[src/rtl/mdu_pkg.sv]
// Shared definitions for the iterative multiply/divide unit: op encodings,
// FSM states and the two's-complement magnitude helper.
package mdu_pkg;

    // Widest operand the magnitude helper handles; W must stay below this.
    localparam int MDU_MAX_W = 64;

    localparam logic [1:0] OP_MULT  = 2'b00;
    localparam logic [1:0] OP_MULTU = 2'b01;
    localparam logic [1:0] OP_DIV   = 2'b10;
    localparam logic [1:0] OP_DIVU  = 2'b11;

    typedef enum logic [1:0] {
        S_IDLE = 2'd0,
        S_CALC = 2'd1,
        S_FIX  = 2'd2
    } mdu_state_e;

    // Callers sign-extend a W-bit value into x and keep the low W bits.
    function automatic logic [MDU_MAX_W-1:0] mdu_abs(input logic [MDU_MAX_W-1:0] x);
        return x[MDU_MAX_W-1] ? -x : x;
    endfunction

endpackage

[src/rtl/mdu_multicycle.sv]
// Bit-serial MULT/MULTU/DIV/DIVU engine that owns HI/LO; W cycles of CALC then one FIX.
// Optional MDU_FAST_MULT_EN: multiplies in one cycle and skip CALC.
module mdu_multicycle
    import mdu_pkg::*;
#(
    parameter int W = 32
) (
    input  logic         clk,
    input  logic         reset,
    input  logic         start,
    input  logic [1:0]   op,
    input  logic [W-1:0] a,
    input  logic [W-1:0] b,
    input  logic         hi_w,
    input  logic         lo_w,
    input  logic [W-1:0] wd,
    output logic         busy,
    output logic         done,
    output logic         dz,
    output logic [W-1:0] hi,
    output logic [W-1:0] lo
);
    localparam int CW = $clog2(W) + 1;

    mdu_state_e    state, state_nxt;
    logic [CW-1:0] cnt;
    logic [1:0]    op_q;
    logic          sa_q, sb_q;
    logic [W-1:0]  dsr_q;
    logic [2*W:0]  acc;

    logic          launch, calc_last, fix, hl_wr_ok;

    // Operand conditioning at launch.
    logic                 op_signed, op_div, q_div;
    logic [MDU_MAX_W-1:0] a_abs, b_abs;
    logic [W-1:0]         a_mag, b_mag;
    logic                 unused_abs;

    assign op_signed  = (op == OP_MULT) || (op == OP_DIV);
    assign op_div     = (op == OP_DIV) || (op == OP_DIVU);
    assign a_abs      = mdu_abs(MDU_MAX_W'($signed(a)));
    assign b_abs      = mdu_abs(MDU_MAX_W'($signed(b)));
    assign a_mag      = op_signed ? a_abs[W-1:0] : a;
    assign b_mag      = op_signed ? b_abs[W-1:0] : b;
    assign unused_abs = ^{a_abs[MDU_MAX_W-1:W], b_abs[MDU_MAX_W-1:W]};
    assign q_div      = (op_q == OP_DIV) || (op_q == OP_DIVU);

    always_ff @(posedge clk) begin
        if (reset) state <= S_IDLE;
        else       state <= state_nxt;
    end

    always_comb begin
        state_nxt = state;
        case (state)
            S_IDLE: if (start) begin
`ifdef MDU_FAST_MULT_EN
                state_nxt = op_div ? S_CALC : S_FIX;
`else
                state_nxt = S_CALC;
`endif
            end
            S_CALC:  if (calc_last) state_nxt = S_FIX;
            S_FIX:   state_nxt = S_IDLE;
            default: state_nxt = S_IDLE;
        endcase
    end

    always_comb begin
        busy      = (state != S_IDLE);
        launch    = (state == S_IDLE) && start;
        calc_last = (state == S_CALC) && (cnt == CW'(W - 1));
        fix       = (state == S_FIX);
        hl_wr_ok  = (state == S_IDLE);
    end

    // One adder serves both loops: multiply adds the multiplicand into the
    // upper half, divide trial-subtracts the divisor from the shifted remainder.
    logic [W:0]   add_x, add_y;
    logic         add_sub;
    logic [W+1:0] sum;

    always_comb begin
        if (q_div) begin
            add_x   = acc[2*W-1:W-1];
            add_y   = {1'b0, dsr_q};
            add_sub = 1'b1;
        end else begin
            add_x   = acc[2*W:W];
            add_y   = acc[0] ? {1'b0, dsr_q} : '0;
            add_sub = 1'b0;
        end
        sum = {1'b0, add_x} + ({1'b0, add_y} ^ {(W+2){add_sub}}) + (W+2)'(add_sub);
    end

    // Sign correction applied in FIX.
    logic [2*W-1:0] prod_fix;
    logic [W-1:0]   quo_fix, rem_fix;
    logic           div_zero;

    always_comb begin
        prod_fix = (sa_q ^ sb_q) ? -acc[2*W-1:0] : acc[2*W-1:0];
        quo_fix  = (sa_q ^ sb_q) ? -acc[W-1:0] : acc[W-1:0];
        rem_fix  = sa_q ? -acc[2*W-1:W] : acc[2*W-1:W];
        div_zero = q_div && (dsr_q == '0);
    end

    always_ff @(posedge clk) begin
        if (reset) begin
            cnt   <= '0;
            op_q  <= OP_MULT;
            sa_q  <= 1'b0;
            sb_q  <= 1'b0;
            dsr_q <= '0;
            acc   <= '0;
            hi    <= '0;
            lo    <= '0;
            done  <= 1'b0;
            dz    <= 1'b0;
        end else begin
            done <= fix;
            dz   <= fix && div_zero;

            if (launch) begin
                op_q  <= op;
                sa_q  <= op_signed & a[W-1];
                sb_q  <= op_signed & b[W-1];
                cnt   <= '0;
                dsr_q <= op_div ? b_mag : a_mag;
                acc   <= {{(W+1){1'b0}}, (op_div ? a_mag : b_mag)};
`ifdef MDU_FAST_MULT_EN
                if (!op_div) acc <= {1'b0, (2*W)'(a_mag) * (2*W)'(b_mag)};
`endif
            end else if (state == S_CALC) begin
                cnt <= cnt + CW'(1);
                if (!q_div)
                    acc <= {1'b0, sum[W:0], acc[W-1:1]};
                else if (!sum[W+1])
                    acc <= {sum[W:0], acc[W-2:0], 1'b1};
                else
                    acc <= {acc[2*W-1:W-1], acc[W-2:0], 1'b0};
            end

            if (fix) begin
                if (!q_div) begin
                    hi <= prod_fix[2*W-1:W];
                    lo <= prod_fix[W-1:0];
                end else if (!div_zero) begin
                    hi <= rem_fix;
                    lo <= quo_fix;
                end
            end else if (hl_wr_ok) begin
                if (hi_w) hi <= wd;
                if (lo_w) lo <= wd;
            end
        end
    end

endmodule
[config.mk]
export PLATFORM = sky130hd
export DESIGN_NAME = mdu_multicycle
export DESIGN_NICKNAME = d
export VERILOG_FILES = /design/src/rtl/mdu_pkg.sv /design/src/rtl/mdu_multicycle.sv
export SDC_FILE = /design/constraint.sdc
export NUM_CORES = 1
export LEC_CHECK = 0
export ABC_AREA = 1
export CAP_MARGIN = 40
export CORE_AREA = 2 2 187 189
export DETAILED_ROUTE_END_ITERATION = 12
export DIE_AREA = 0 0 189 191
export GPL_ROUTABILITY_DRIVEN = 1
export PLACE_DENSITY = 0.68
export REMOVE_ABC_BUFFERS = 1
export SYNTH_ARGS = -nofsm -noshare
export SYNTH_HDL_FRONTEND = slang
export SYNTH_SLANG_ARGS = --single-unit
[constraint.sdc]
create_clock -name clk -period 8 [get_ports clk]
set_input_delay 1.2 -clock clk [delete_from_list [all_inputs] [get_ports clk]]
set_output_delay 1.2 -clock clk [all_outputs]
set_load 0.05 [all_outputs]
# == Word level (Yosys, flattened, before mapping) ==
# Index checks and enable logic that the tools add are counted.
# totals
inputBits,103
ff_bits,175
wordCells,83
out_inout_bits,67
# op_classes
reduce_logical,19
add_sub_neg,8
bitwise,4
n_eq_ne,10
mux,30
# ops
op,count
32-bit two-way mux,22
65-bit two-way mux,2
32-bit negation,4
64-bit two-way mux,1
64-bit negation,1
33-bit by 34-bit adder with 34-bit output,1
34-bit by 1-bit adder with 34-bit output,1
33-bit by 34-bit XOR with 34-bit output,1
33-bit two-way mux,1
32-bit zero test,1
2-bit == test (second input constant),5
2-bit nonzero test,5
6-bit by 1-bit adder with 6-bit output (second input constant),1
6-bit by 5-bit == test with 1-bit output (second input constant),1
3-bit AND reduction,2
1-bit logical AND,4
2-bit zero test,2
2-bit two-way mux,2
2-bit != test (second input constant),2
2-bit one-hot mux with 2 select lines,1
1-bit logical OR,3
3-bit != test (second input constant),1
1-bit bitwise AND,2
2-bit by 1-bit == test with 1-bit output (second input constant),1
other kinds (4),4

# == Depth between registers and ports, before layout ==
# Gate-level depths: netlist of run 1.
# logic_depth
word_depth,10
depth_mapped,25
depth_no_buf,21

# == Least setup slack after synthesis of run 1 ==
# OpenSTA, ideal clock, no wires.
# synth_timing
kind,reg-to-reg
startpoint,register op_q[1]
endpoint,register acc[49]
required_time_ns,7.885
setup_slack_ns,4.994
n_path_buf,5
arrival_time_ns,2.892
synth_period_minus_slack_ns,3.006
setup_time_ns,0.115
path_stages_with_launch,20
path_cell_list,dfxtp_1 > buf_6 > inv_1 > buf_6 > clkbuf_1 > clkbuf_1 > o21ai_0 > o21ai_0 > inv_1 > ha_1 > a21oi_1 > o21ai_0 > nand2_1 > nand2_1 > nor2_4 > nand2_4 > buf_6 > o21ai_1 > a21oi_1 > o21a_1
# synth_between
elab_chain_cells,8
word_cells_on_any_way,11
classes_between,add/sub (2); eq/ne (2); mux (5); bitwise (1); reduce/logical (1)
# synth_lines
element,line,rtl
from (decl),mdu_multicycle.sv:27,logic [1:0] op_q;
from (signal assigned),mdu_multicycle.sv:126,op_q <= op;
2-bit == test,mdu_multicycle.sv:47,assign q_div = (op_q == OP_DIV) || (op_q == OP_DIVU);
1-bit logical OR (*),mdu_multicycle.sv:47,
32-bit two-way mux / 1-bit two-way mux (equally long branches),mdu_multicycle.sv:85,if (q_div) begin
33-bit by 34-bit XOR with 34-bit output,mdu_multicycle.sv:94,"sum = {1'b0, add_x} + ({1'b0, add_y} ^ {(W+2){add_sub}}) + (W+2)'(add_sub);"
33-bit by 34-bit adder with 34-bit output,mdu_multicycle.sv:94,
34-bit by 1-bit adder with 34-bit output,mdu_multicycle.sv:94,
65-bit two-way mux,mdu_multicycle.sv:139,else if (!sum[W+1])
65-bit two-way mux (*),mdu_multicycle.sv:137,if (!q_div)
to (signal assigned),mdu_multicycle.sv:138,"acc <= {1'b0, sum[W:0], acc[W-1:1]};"
to (signal assigned),mdu_multicycle.sv:140,"acc <= {sum[W:0], acc[W-2:0], 1'b1};"
to (signal assigned),mdu_multicycle.sv:142,"acc <= {acc[2*W-1:W-1], acc[W-2:0], 1'b0};"
to (decl),mdu_multicycle.sv:30,logic [2*W:0] acc;
# Every way passes the cells marked *; elsewhere a longest branch is shown, timed or not.
# A chain may end at the register's enable or synchronous reset.

# == Worst setup path after layout of run 1 ==
# layout_timing
startpoint,register op_q[1]
endpoint,register acc[62]
# Same word-level chain as after synthesis.

==> results of run 1 <==
-- cells in the mapped netlist, drive strengths merged (36+ instances only) --
master	n	area, um^2
buf	48	295
ha	36	450
nor3	56	305
nand2	665	2520
nor2	339	1330
xor2	39	342
o21ai	347	1760
dfxtp	174	3480
inv	379	1430
clkbuf	81	304
a21oi	176	881
nand3	231	1190
-- registers in the layout, indices dropped and copies added, names as in the netlist --
name	flops
acc	65
dsr_q	32
hi	32
lo	32
cnt	6
state	2
done	1
dz	1
op_q	1
sa_q	1
sb_q	1
-- worst paths after layout --
path / start / end / slack, ps / cells past startpoint
min reg2reg: cnt[5] / state[1] / 470 / 1
min: cnt[5] / state[1] / 470 / 1
max: op_q[1] / acc[62] / 3250 / 19
max reg2reg: op_q[1] / acc[62] / 3250 / 19
-- cell type report --
| type | count | area (um^2) | area share |
|---|---|---|---|
| diodes | 3 | 7.51 | 0.000409 |
| clock buffers | 18 | 429 | 0.0234 |
| clock inverters | 14 | 173 | 0.00941 |
| inverters | 384 | 1450 | 0.0787 |
| multi-input cells | 2101 | 10300 | 0.563 |
| flip-flops and latches | 174 | 3490 | 0.190 |
| well taps | 455 | 569 | 0.0310 |
| repair buffers | 191 | 1910 | 0.104 |
-- layer usage --
metal  vias to the layer above  share of wire  global-route usage
li1                       9276              -                   -
met1                      8955           0.44               0.534
met2                      1129           0.41               0.567
met3                       166           0.11              0.0745
met4                         2          0.044               0.160
met5                         -        0.00020                   0
-- critical path, cell delays in order (launching register included) --
cell and delay (ps):
dfxtp_4 790, clkinv_2 730, buf_4 490, o21ai_0 200
inv_1 60, ha_1 380, nand2_1 130, nor2_2 210
nand2_1 100, nor2_1 110, nand2_1 70, nand3_2 140
nand2_2 90, nand2_4 360, inv_2 220, nor2_1 230
nand3_1 130, nand3b_1 100, nand2_1 60, inv_1 50
-- power by group through the flow --
stage | Combinational [mW] | Clock [mW] | Sequential (mW)
4_1_cts | 1.02 | 0.888 | 0.990
2_1_floorplan | 0.547 | 0 | 1.08
6_report | 1.04 | 0.889 | 0.993
5_1_grt | 1.13 | 0.918 | 1.00
3_3_place_gp | 0.998 | 0 | 1.01
3_5_place_dp | 1.01 | 0 | 1.01
-- kinds of logic after synthesis --
group                      count (synthesis)
and+or+nand+nor                         1356
AOI/OAI and AO/OA                        644
buffers and inverters                    513
DFF                                      174
xor gates and xnor gates                  64
adders and majority gates                 37
-- stage by stage --
stage	power (mW)	cell area, um^2
after detailed placement	2.02	17700
after global placement	2.01	17600
final	2.92	18400
after floorplan	1.63	15200
after CTS	2.90	18400
after global routing	3.05	18400
==> impl_metrics.py, run 1 <==
metrics = {
    "outcome": {
        "status": "finished clean",
    },
    "placed_design": {
        "routabilityCongestion": 1.02,
        "post-place-ws_ps": 3450,
        "portBuffers": 169,
        "dp_cells": 3305,
        "hpwl_um": 54900,
    },
    "power": {
        "ir_drop_v": 0.000160,
        "pwr-share-clk": 0.304,
        "switching_share": 0.418,
        "p_comb_frac": 0.356,
        "power.density_nw_per_um2": 159,
        "p_int_mw": 1.70,
        "seqPwrFrac": 0.340,
        "power_switching_mw": 1.22,
        "p_leak_nw": 8.53,
    },
    "min_path": {
        "min_path_type": "reg2reg",
    },
    "layout": {
        "layout-drive-gt1-share": 0.0430,
        "fillers": 3596,
        "mostFrequentLayoutCell": "nand2_1",
        "layout_common_cells": "nand2_1, inv_1, o21ai_0, nor2_1, nand3_1",
        "utilization": 0.538,
        "layout.cells.non_filler": 3340,
        "final_nets": 3009,
        "syn2layout_area_growth_pct": 15.8,
    },
    "yosys": {
        "synthesis.area_um2": 15800,
        "synth-xor-area-share": 0.0354,
        "synth-seq-area-share": 0.220,
        "yosys_warnings": 0,
        "netlist_instances": 2788,
        "synthArstFlopShare": 0,
        "synth-seq-cells": 174,
        "synth_mux_area_frac": 0,
        "synth_compound_area_frac": 0.222,
        "yosys.area_share.simple": 0.365,
        "synth_cell_types": 49,
        "synth_edf_count": 0,
        "synth_fa_ha_area_frac": 0.0297,
        "synth.avg_cell_area_um2": 5.68,
        "synth_top_family_by_area": "simple AND/OR/NAND/NOR gates",
        "synth-main-ff-cell": "dfxtp_1",
    },
    "routing": {
        "firstDrtPassIters": 6,
        "drc": 0,
        "dr.first_iter.drc_count": 2589,
        "wl_per_cell_um": 20.9,
        "routed_wl_um": 69800,
        "ant_nets": 0,
        "vias": 19500,
        "post_drt_via_cell_ratio": 5.85,
    },
    "setup_path": {
        "crit_arrival_ps": 5160,
        "crit_required_ps": 8410,
        "cp_max_fo": 66,
        "worstSetupEndpointType": "flop",
        "worstSetupStartpointType": "flop",
        "critPathKind": "reg2reg",
    },
    "timing": {
        "post-route-period-util": 0.594,
        "worstMarginPinSlew_ps": 867,
        "report.final.slew_viol_count": 0,
        "layout_setup_ws_ps": 3250,
        "slew_headroom": 0.422,
        "final_hold_viol_count": 0,
        "fin_tns_setup_ps": 0,
        "fin_crit_ps": 4750,
        "whs_ps": 469,
        "fin_skew_ps": 16.4,
        "max_freq_mhz": 211,
        "setup_viol": 0,
        "rsz0062_at_grt": "no",
    },
    "clocking": {
        "post_cts_buffers": 0,
        "root_buffer": "clkbuf_16",
        "clock-sinks": 174,
        "clk_pin_slew_ps": 80,
        "clk_latency_ps": 460,
        "clk_path_buf_depth": 2,
        "holdBufCountCts": 0,
        "cts_tree": "built",
        "ctsResizeCount": 0,
        "cts_inserted_buffers": 17,
        "htree_levels": 4,
    },
    "grt": {
        "grt_pass1_wl_um": 106000,
        "grt_pass1_vias": 17600,
        "grt_max_degree": 79,
        "grt_usage": 0.381,
        "grt_overflow": 0,
        "antenna_found_initial": 4,
    },
    "die": {
        "die_area_um2": 36100,
        "io_pins": 170,
        "die_x_um": 189,
        "die_h_um": 191,
        "start_util": 0.465,
        "coreArea_um2": 34100,
        "std_cell_rows": 68,
    },
    "job": {
        "cap_violations": 0,
    },
}
(Power assumes the default switching activity.)
==> run 2: changes to the inputs <==
clock period = 4.6 ns   (was 8 ns; I/O delays follow)
==> run 2 against run 1 <==
Clock skew is 5.6 ps lower. Critical path depth fell by 6. Cell count increased by 0.39%. Final area is 0.52% higher. Combinational power up 77%. Wire length grew 1.8%. Flip-flop and latch count unchanged. Via count is 1.1% higher.
==> impl_metrics.py, run 2 (synthesized netlist as in run 1, its figures left out) <==
metrics = {
    "grt": {
        "grt_pass1_wl_um": 106000,
        "grtUsageMet3": 0.0848,
        "use_met1": 0.569,
        "grt_max_degree": 72,
        "grt_pass1_vias": 17200,
        "grt_usage": 0.385,
        "grt_overflow": 0,
        "grt.busiest_layer": "met1",
        "met2_usage": 0.547,
        "antenna_found_initial": 0,
    },
    "timing": {
        "slew_headroom": 0.418,
        "final_hold_viol_count": 0,
        "fin_tns_setup_ps": 0,
        "fin_skew_ps": 10.8,
        "setup_viol": 0,
        "whs_ps": 454,
        "worstMarginPinSlew_ps": 864,
        "post-route-period-util": 0.832,
        "rsz0062_at_grt": "no",
        "fin_crit_ps": 3830,
        "max_freq_mhz": 261,
        "report.final.slew_viol_count": 0,
    },
    "setup_path": {
        "path_cells": "buf_4 -> o21ai_0 -> ha_1 -> nand2_1 -> nor2_1 -> nand2_1 -> a21oi_1 -> nor2_4 -> nand2_4 -> buf_4 -> o21ai_0 -> a21oi_1 -> nor2_1",
        "worstSetupStartpointType": "flop",
        "path_buf_inv": 2,
        "crit_required_ps": 4920,
        "worstSetupEndpointType": "flop",
        "critPathKind": "reg2reg",
        "cp_max_fo": 66,
        "cp_top_family": "compound AO/OA/AOI/OAI gates",
        "crit_path_top_delay_cell": "ha_1",
        "crit_arrival_ps": 4150,
        "slowest_delay_ps": 590,
    },
    "routing": {
        "dr.first_iter.drc_count": 2699,
        "post_drt_via_cell_ratio": 5.89,
        "wl_per_cell_um": 21.2,
        "routed_wl_um": 71000,
        "drc": 0,
        "vias": 19700,
        "firstDrtPassIters": 8,
        "ant_nets": 0,
    },
    "die": {
        "die_area_um2": 36100,
        "std_cell_rows": 68,
        "coreArea_um2": 34100,
        "start_util": 0.465,
        "io_pins": 170,
        "die_x_um": 189,
        "die_h_um": 191,
    },
    "power": {
        "p_int_mw": 3.04,
        "power.density_nw_per_um2": 278,
        "p_comb_frac": 0.359,
        "ir_drop_v": 0.000277,
        "switching_share": 0.408,
        "power_switching_mw": 2.09,
        "p_leak_nw": 8.61,
        "seqPwrFrac": 0.334,
        "pwr-share-clk": 0.307,
        "p_total_mw": 5.14,
    },
    "clocking": {
        "ctsResizeCount": 0,
        "clk_path_buf_depth": 2,
        "htree_levels": 4,
        "clk_latency_ps": 460,
        "clock-sinks": 174,
        "cts_tree": "built",
        "cts_inserted_buffers": 17,
        "clk_pin_slew_ps": 70,
        "post_cts_buffers": 0,
        "root_buffer": "clkbuf_16",
        "holdBufCountCts": 0,
    },
    "outcome": {
        "status": "finished clean",
    },
    "layout": {
        "multi_input_area_um2": 10300,
        "design_area_um2": 18500,
        "regMostFlops": "acc",
        "syn2layout_area_growth_pct": 16.4,
        "final_nets": 3025,
        "antenna_cells": 0,
        "utilization": 0.541,
        "mostFrequentLayoutCell": "nand2_1",
        "layout-drive-gt1-share": 0.0487,
        "layout_common_cells": "nand2_1, inv_1, o21ai_0, nor2_1, nand3_1",
        "fillers": 3624,
        "seq_area_um2": 3490,
        "largest_reg_flops": 65,
    },
    "placed_design": {
        "portBuffers": 169,
        "hpwl_um": 56200,
        "placed_cell_area_um2": 17800,
        "routabilityCongestion": 0.993,
    },
    "job": {
        "cap_violations": 0,
    },
    "min_path": {
        "min_path_type": "in2reg",
    },
}
-- run 2: cell types whose count changed in the layout (fill, tap and decap cells not counted), sizes merged --
cell and change:
clkbuf +2, buf +16, diode -3, clkinvlp +1
clkinv -3, inv -1, bufinv +1
-- run 2: area by class of cell --
| cell class | instances | area share |
|---|---|---|
| inverter | 384 | 0.0782 |
| multi-input combinational | 2101 | 0.560 |
| sequential | 174 | 0.189 |
| tap | 455 | 0.0309 |
| clock buffer | 20 | 0.0253 |
| clock inverter | 12 | 0.00807 |
| timing repair buffer | 207 | 0.109 |
-- run 2: layer usage --
layer	vias to the layer above	wire [um]
met5	-	0
met4	0	2320
met2	1242	28900
li1	9309	-
met1	9080	31200
met3	108	8620
-- run 2: worst register-to-register path, stage by stage (launching register included) --
cell	delay, ps
dfxtp_4	380
buf_4	550
o21ai_0	480
ha_1	590
nand2_1	160
nor2_1	210
nand2_1	100
a21oi_1	280
nor2_4	70
nand2_4	250
buf_4	300
o21ai_0	100
a21oi_1	170
nor2_1	50
-- run 2: worst paths after layout --
path                start        to  slack (ps)  depth (start not counted)
hold reg to reg    cnt[5]  state[1]         470                          1
setup / recovery  op_q[1]   acc[44]         770                         13
hold / removal      reset  state[1]         450                          2
setup reg to reg  op_q[1]   acc[44]         770                         13
-- run 2: power by group through the flow --
stage	Combinational [mW]	Clock [mW]	Sequential (mW)
finish	1.84	1.58	1.72
global route	1.99	1.64	1.73
CTS	1.79	1.57	1.71
detailed placement	1.78	0	1.75
global placement	1.77	0	1.74
floorplan	0.952	0	1.89
-- run 2: metrics by stage --
stage / instances / setup slack, ps
2_1_floorplan: 2659 / -1970
3_3_place_gp: 3320 / 954
3_5_place_dp: 3321 / 963
4_1_cts: 3353 / 964
5_1_grt: 3353 / 564
6_report: 3353 / 771
